==> src/rtl/counter_ctrl.sv <==
// counter_ctrl: count-enable control stage in front of the 64-bit timer counter.
// Runs an IDLE/RUN(/HALT) FSM and a power-of-two prescaler (divide by
// 2^min(div_val,MAX_DIV)), and produces the cnt_en strobe combinationally.
// Build option: define DEBUG_HALT_EN to build the debug HALT state; otherwise
// halt_req is ignored and halt_ack is tied low.
module counter_ctrl #(
  parameter int DIV_W   = 4,
  parameter int PCNT_W  = 8,
  parameter int MAX_DIV = 8
) (
  input  logic             sys_clk,
  input  logic             sys_rst,
  input  logic             timer_en,
  input  logic             div_en,
  input  logic [DIV_W-1:0] div_val,
  input  logic             presc_clr,
  input  logic             halt_req,
  output logic             cnt_en,
  output logic             halt_ack,
  output logic             run_st
);

`ifdef DEBUG_HALT_EN
  typedef enum logic [1:0] {IDLE, RUN, HALT} state_t;
`else
  typedef enum logic {IDLE, RUN} state_t;
`endif

  state_t            state, state_nxt;
  logic [PCNT_W-1:0] pcnt, pcnt_nxt;
  logic [PCNT_W-1:0] limit;
  logic [DIV_W-1:0]  div_q;
  logic              div_en_q;
  logic [DIV_W-1:0]  div_eff;
  logic              cfg_chg;
  logic              halt_hold;

  // Prescaler terminal count from the live configuration, exponent clamped.
  always_comb begin
    div_eff = (div_val > DIV_W'(MAX_DIV)) ? DIV_W'(MAX_DIV) : div_val;
    limit   = div_en ? PCNT_W'((32'd1 << div_eff) - 32'd1) : '0;
    cfg_chg = (div_val != div_q) | (div_en != div_en_q);
  end

`ifdef DEBUG_HALT_EN
  assign halt_hold = (state == RUN) & halt_req;
  assign halt_ack  = (state == HALT);
`else
  logic unused_halt_req;
  assign unused_halt_req = halt_req;
  assign halt_hold       = 1'b0;
  assign halt_ack        = 1'b0;
`endif

  assign run_st = (state == RUN);

  // Strobe is zero-latency from pcnt; clear and reconfiguration mask it.
  always_comb begin
    cnt_en = (state == RUN) & (pcnt == limit) & ~presc_clr & ~cfg_chg;
  end

  // Next state and next prescaler count.
  always_comb begin
    state_nxt = state;
    pcnt_nxt  = pcnt;
    unique case (state)
      IDLE: if (timer_en) state_nxt = RUN;
      RUN: begin
        if (!timer_en)      state_nxt = IDLE;
`ifdef DEBUG_HALT_EN
        else if (halt_req)  state_nxt = HALT;
      end
      HALT: begin
        if (!timer_en)      state_nxt = IDLE;
        else if (!halt_req) state_nxt = RUN;
`endif
      end
      default: state_nxt = IDLE;
    endcase

    // A config change also clears a held count so pcnt can never sit above a
    // smaller new limit when the FSM resumes from HALT.
    if (presc_clr || cfg_chg || (state == IDLE) || (state_nxt == IDLE))
      pcnt_nxt = '0;
    else if ((state == RUN) && !halt_hold)
      pcnt_nxt = (pcnt == limit) ? '0 : pcnt + PCNT_W'(1);
  end

  // State, prescaler and configuration history registers.
  always_ff @(posedge sys_clk) begin
    if (sys_rst) begin
      state    <= IDLE;
      pcnt     <= '0;
      div_q    <= '0;
      div_en_q <= 1'b0;
    end else begin
      state    <= state_nxt;
      pcnt     <= pcnt_nxt;
      div_q    <= div_val;
      div_en_q <= div_en;
    end
  end

endmodule
==> config.mk <==
export PLATFORM = sky130hd
export DESIGN_NAME = counter_ctrl
export DESIGN_NICKNAME = d
export VERILOG_FILES = /design/src/rtl/counter_ctrl.sv
export SDC_FILE = /design/constraint.sdc
export NUM_CORES = 1
export LEC_CHECK = 0
export CAP_MARGIN = 10
export CELL_PAD_IN_SITES_DETAIL_PLACEMENT = 1
export CELL_PAD_IN_SITES_GLOBAL_PLACEMENT = 1
export CORE_ASPECT_RATIO = 0.75
export CORE_MARGIN = 5
export CORE_UTILIZATION = 40
export CTS_CLUSTER_SIZE = 16
export DETAILED_ROUTE_END_ITERATION = 12
export GPL_TIMING_DRIVEN = 0
export PLACE_DENSITY_LB_ADDON = 0.1
export RECOVER_POWER = 100
export SLEW_MARGIN = 20
export SYNTH_ARGS = -nofsm -noshare
export SYNTH_HDL_FRONTEND = slang
export SYNTH_SLANG_ARGS = --single-unit
==> constraint.sdc <==
create_clock -name sys_clk -period 4.1 [get_ports sys_clk]
set_input_delay 0.82 -clock sys_clk [delete_from_list [all_inputs] [get_ports sys_clk]]
set_output_delay 0.82 -clock sys_clk [all_outputs]
set_load 0.01 [all_outputs]
==> results by group <==
Job
  – MaxCap Viol Count: 0

Place
  – Input/output buffers: 9
  – RePlAce Congestion: 0.7549
  – Pre-CTS WS: -615.0 ps
  – Dpl hpwl: roughly 1700 um
  – Placed cell area: 1072 sq um
  – Dpl cells: 144

Yosys
  – Ys async rst share: 0
  – Post-synth cell types: between 40 and 50
  – Syn nets: 113
  – EDFF count, synth: 0
  – Post-synthesis sequential area ratio: 0.2983
  – Ys Warns: 0
  – Synth Flop Type: dfxtp_1
  – Post-Syn Instances: 101
  – FF+latch count, synth: 14
  – Synthesized area: 939.7 sq um
  – Mean Syn Cell Area: 9.303 sq um

Power and ir drop
  – Pwr dens: approximately 230 nW/um^2
  – Clock power frac: 0.278
  – Share of power burned in registers: 0.500
  – Power Internal: 205.6 uW
  – Peak VDD IR: 0.1275 mV
  – Switching Share: 0.2701
  – NetSw: 76.09 uW
  – LEAKAGE: 0.4443 nW
  – Gate power share: 0.222
  – Final Power: 281.7 uW

Detailed routing
  – Via count: about 840
  – Antenna Violating Nets Remaining: 0
  – Drt via density: roughly 5.2
  – Final WL: 2529 um
  – Routed length per instance: 15.61 um
  – Detailed router's first-iteration violation count: 21
  – Remaining DRCs: 0
  – Drt pass-1 iters: 4

Clocking
  – H-tree lvl count: 1
  – CTS tree: done
  – Num CTS Buffers: 3
  – Clock tree sinks: 14
  – Skew-Pair Late Insertion Delay: approximately 280 ps
  – Clk slew on worst S/H paths: 80 ps
  – Max clock buf depth: 2
  – Clk Tree Root Cell: clkbuf_4

Critical path
  – Startpoint Class: primary input
  – Critical path arrival: 3130 ps
  – CP Capture Type: output pin
  – Critical path class: in2out
  – Req. time, crit path: approximately 3300 ps
  – Max FO, Critical Path: 5

GRT
  – Vias in the first global route: a little under 1000
  – GRT Util Overall: 0.1732
  – Global-route wire length before repair: approximately 4500 um
  – Initial antenna violation count: 0
  – GRT Residual Overflow: 0
  – Largest net degree at the start of global routing: 11

Outcome
  – Status: finished clean

Final layout
  – Share of layout cells above drive strength 1: 0.2969
  – Non-filler instance count after layout: 162
  – Fill cell count: 257
  – Layout Area Growth over Synthesis: 31.03%
  – Nets: between 100 and 150
  – Design Area, Final: 1231 sq um
  – ANT cells: 0

Timing
  – RSZ-0062 raised after global routing: false
  – Tmin final: 3952 ps
  – Fin. Hold Viols: 0
  – Slack of the critical path: about 150 ps
  – Worst Skew: 2.533 ps
  – Max Freq: 0.2530 GHz
  – Max-slew violation count: 0
  – Setup_tns: 0 ps
  – Final setup fails: 0
  – Final Cycle Share: 0.9640

Die
  – Die area: 3429 sq um
  – Num ports: 13
  – Die Y-Extent: ~52 um
  – Core area: ~2300 sq um
  – Site row count: 15
  – Die Wd: between 60 and 70 um
  – Initial Utilization: 0.4138

Worst hold path
  – Min-delay worst type: reg2reg
[sequential cells by signal, summed over array words and instances, names as in the netlist]
| name | count |
|---|---|
| pcnt | 8 |
| run_st | 1 |
| div_q | 4 |
| div_en_q | 1 |
[metal layers]
metal,part of all wire,routed length (um),global-route usage
met5,0,0,0
met1,0.45,1130,0.2086
met3,0.025,63,0.02592
met2,0.51,1282,0.3062
met4,0.021,53,0.07432
[cell usage after synthesis (3+ instances only)]
cell type,n,share of area
dfxtp_1,14,0.30
xnor2_1,9,0.084
nor2_1,10,0.040
nand2_1,4,0.016
nand2b_1,4,0.027
nor3_1,4,0.021
nand4_1,3,0.020
xor2_1,4,0.037
inv_1,3,0.012
buf_6,3,0.036
nor2b_1,6,0.040
[power groups by stage]
stage / clock network [mW] / logic [mW] / registers, mW
2_1_floorplan: 0 / 0.0347 / 0.144
3_3_place_gp: 0 / 0.0500 / 0.144
3_5_place_dp: 0 / 0.0515 / 0.144
4_1_cts: 0.0792 / 0.0623 / 0.141
5_1_grt: 0.0870 / 0.0679 / 0.141
6_report: 0.0783 / 0.0625 / 0.141
[repair_timing]
action	CTS	global route
pin swaps	5	10
endpoints found under the setup margin	1	9
setup buffers	17	0
resized for setup	11	13
hold buffers	0	0
[worst paths after layout]
path	from	endpoint	slack, ps	depth (start not counted)
hold reg to reg	pcnt[0]$_SDFFE_PP0P_	pcnt[0]$_SDFFE_PP0P_	500	1
setup reg to reg	pcnt[1]$_SDFFE_PP0P_	pcnt[3]$_SDFFE_PP0P_	1210	15
setup / recovery	div_val[3]	cnt_en	150	12
hold / removal	pcnt[0]$_SDFFE_PP0P_	pcnt[0]$_SDFFE_PP0P_	500	1
[cells in the final DEF, fill, tap and decap left out, types with 2 or more instances in the layout]
cell             netlist  layout
clkdlybuf4s50_1        0       3
nor3_1                 4       3
xnor2_1                9       9
nand2_1                4       3
and4b_1                2       2
nand2b_1               4       4
nand3_1                2       2
dlygate4sd3_1          0       2
nor2_1                10      10
dfxtp_1               14      14
clkbuf_4               0       3
mux2i_1                2       2
buf_6                  3       5
nor2b_1                6       6
a21oi_1                2       2
nand4_1                3       3
o21a_1                 2       2
buf_4                  2      15
inv_1                  3       3
xor2_1                 4       4
clkbuf_2               0       3
[cell type report]
cell class / count / area [sq um] / share of cell area
inverters: 3 / 11.26 / 0.009146
multi-input cells: 78 / 626.9 / 0.5091
well taps: 34 / 42.54 / 0.03455
clock buffers: 3 / 22.52 / 0.01829
repair buffers: 25 / 201.4 / 0.1636
flip-flops and latches: 14 / 280.3 / 0.2276
plain buffers: 5 / 46.29 / 0.03760
[metrics by stage]
stage / utilization / hold slack [ps]
4_1_cts: 0.5482 / 498.2
3_5_place_dp: 0.4722 / 478.8
3_3_place_gp: 0.4722 / 473.1
2_1_floorplan: - / 440.4
6_report: 0.5421 / 500.4
5_1_grt: 0.5421 / 548.0
[worst max-delay path: stages]
cell	delay, ps
buf_6	110
buf_6	110
nor3_4	170
nand2b_1	90
ha_2	340
nand2b_1	60
a211o_1	320
a2111oi_4	420
nand4_2	170
buf_4	160
nor2_1	80
dlygate4sd2_1	270
[kinds of logic (layout without fill, tap and decap cells)]
family | Yosys count | after routing | synth area share
and+or+nand+nor | 43 | 43 | 0.2783
AOI/OAI and AO/OA | 17 | 17 | 0.1811
DFF | 14 | 14 | 0.2983
xor gates and xnor gates | 13 | 13 | 0.1212
buffers and inverters | 9 | 36 | 0.06923
adders and majority gates | 2 | 2 | 0.02663
muxes | 2 | 2 | 0.02131
other | 1 | 1 | 0.003991
Power figures use the tool's default switching activity.
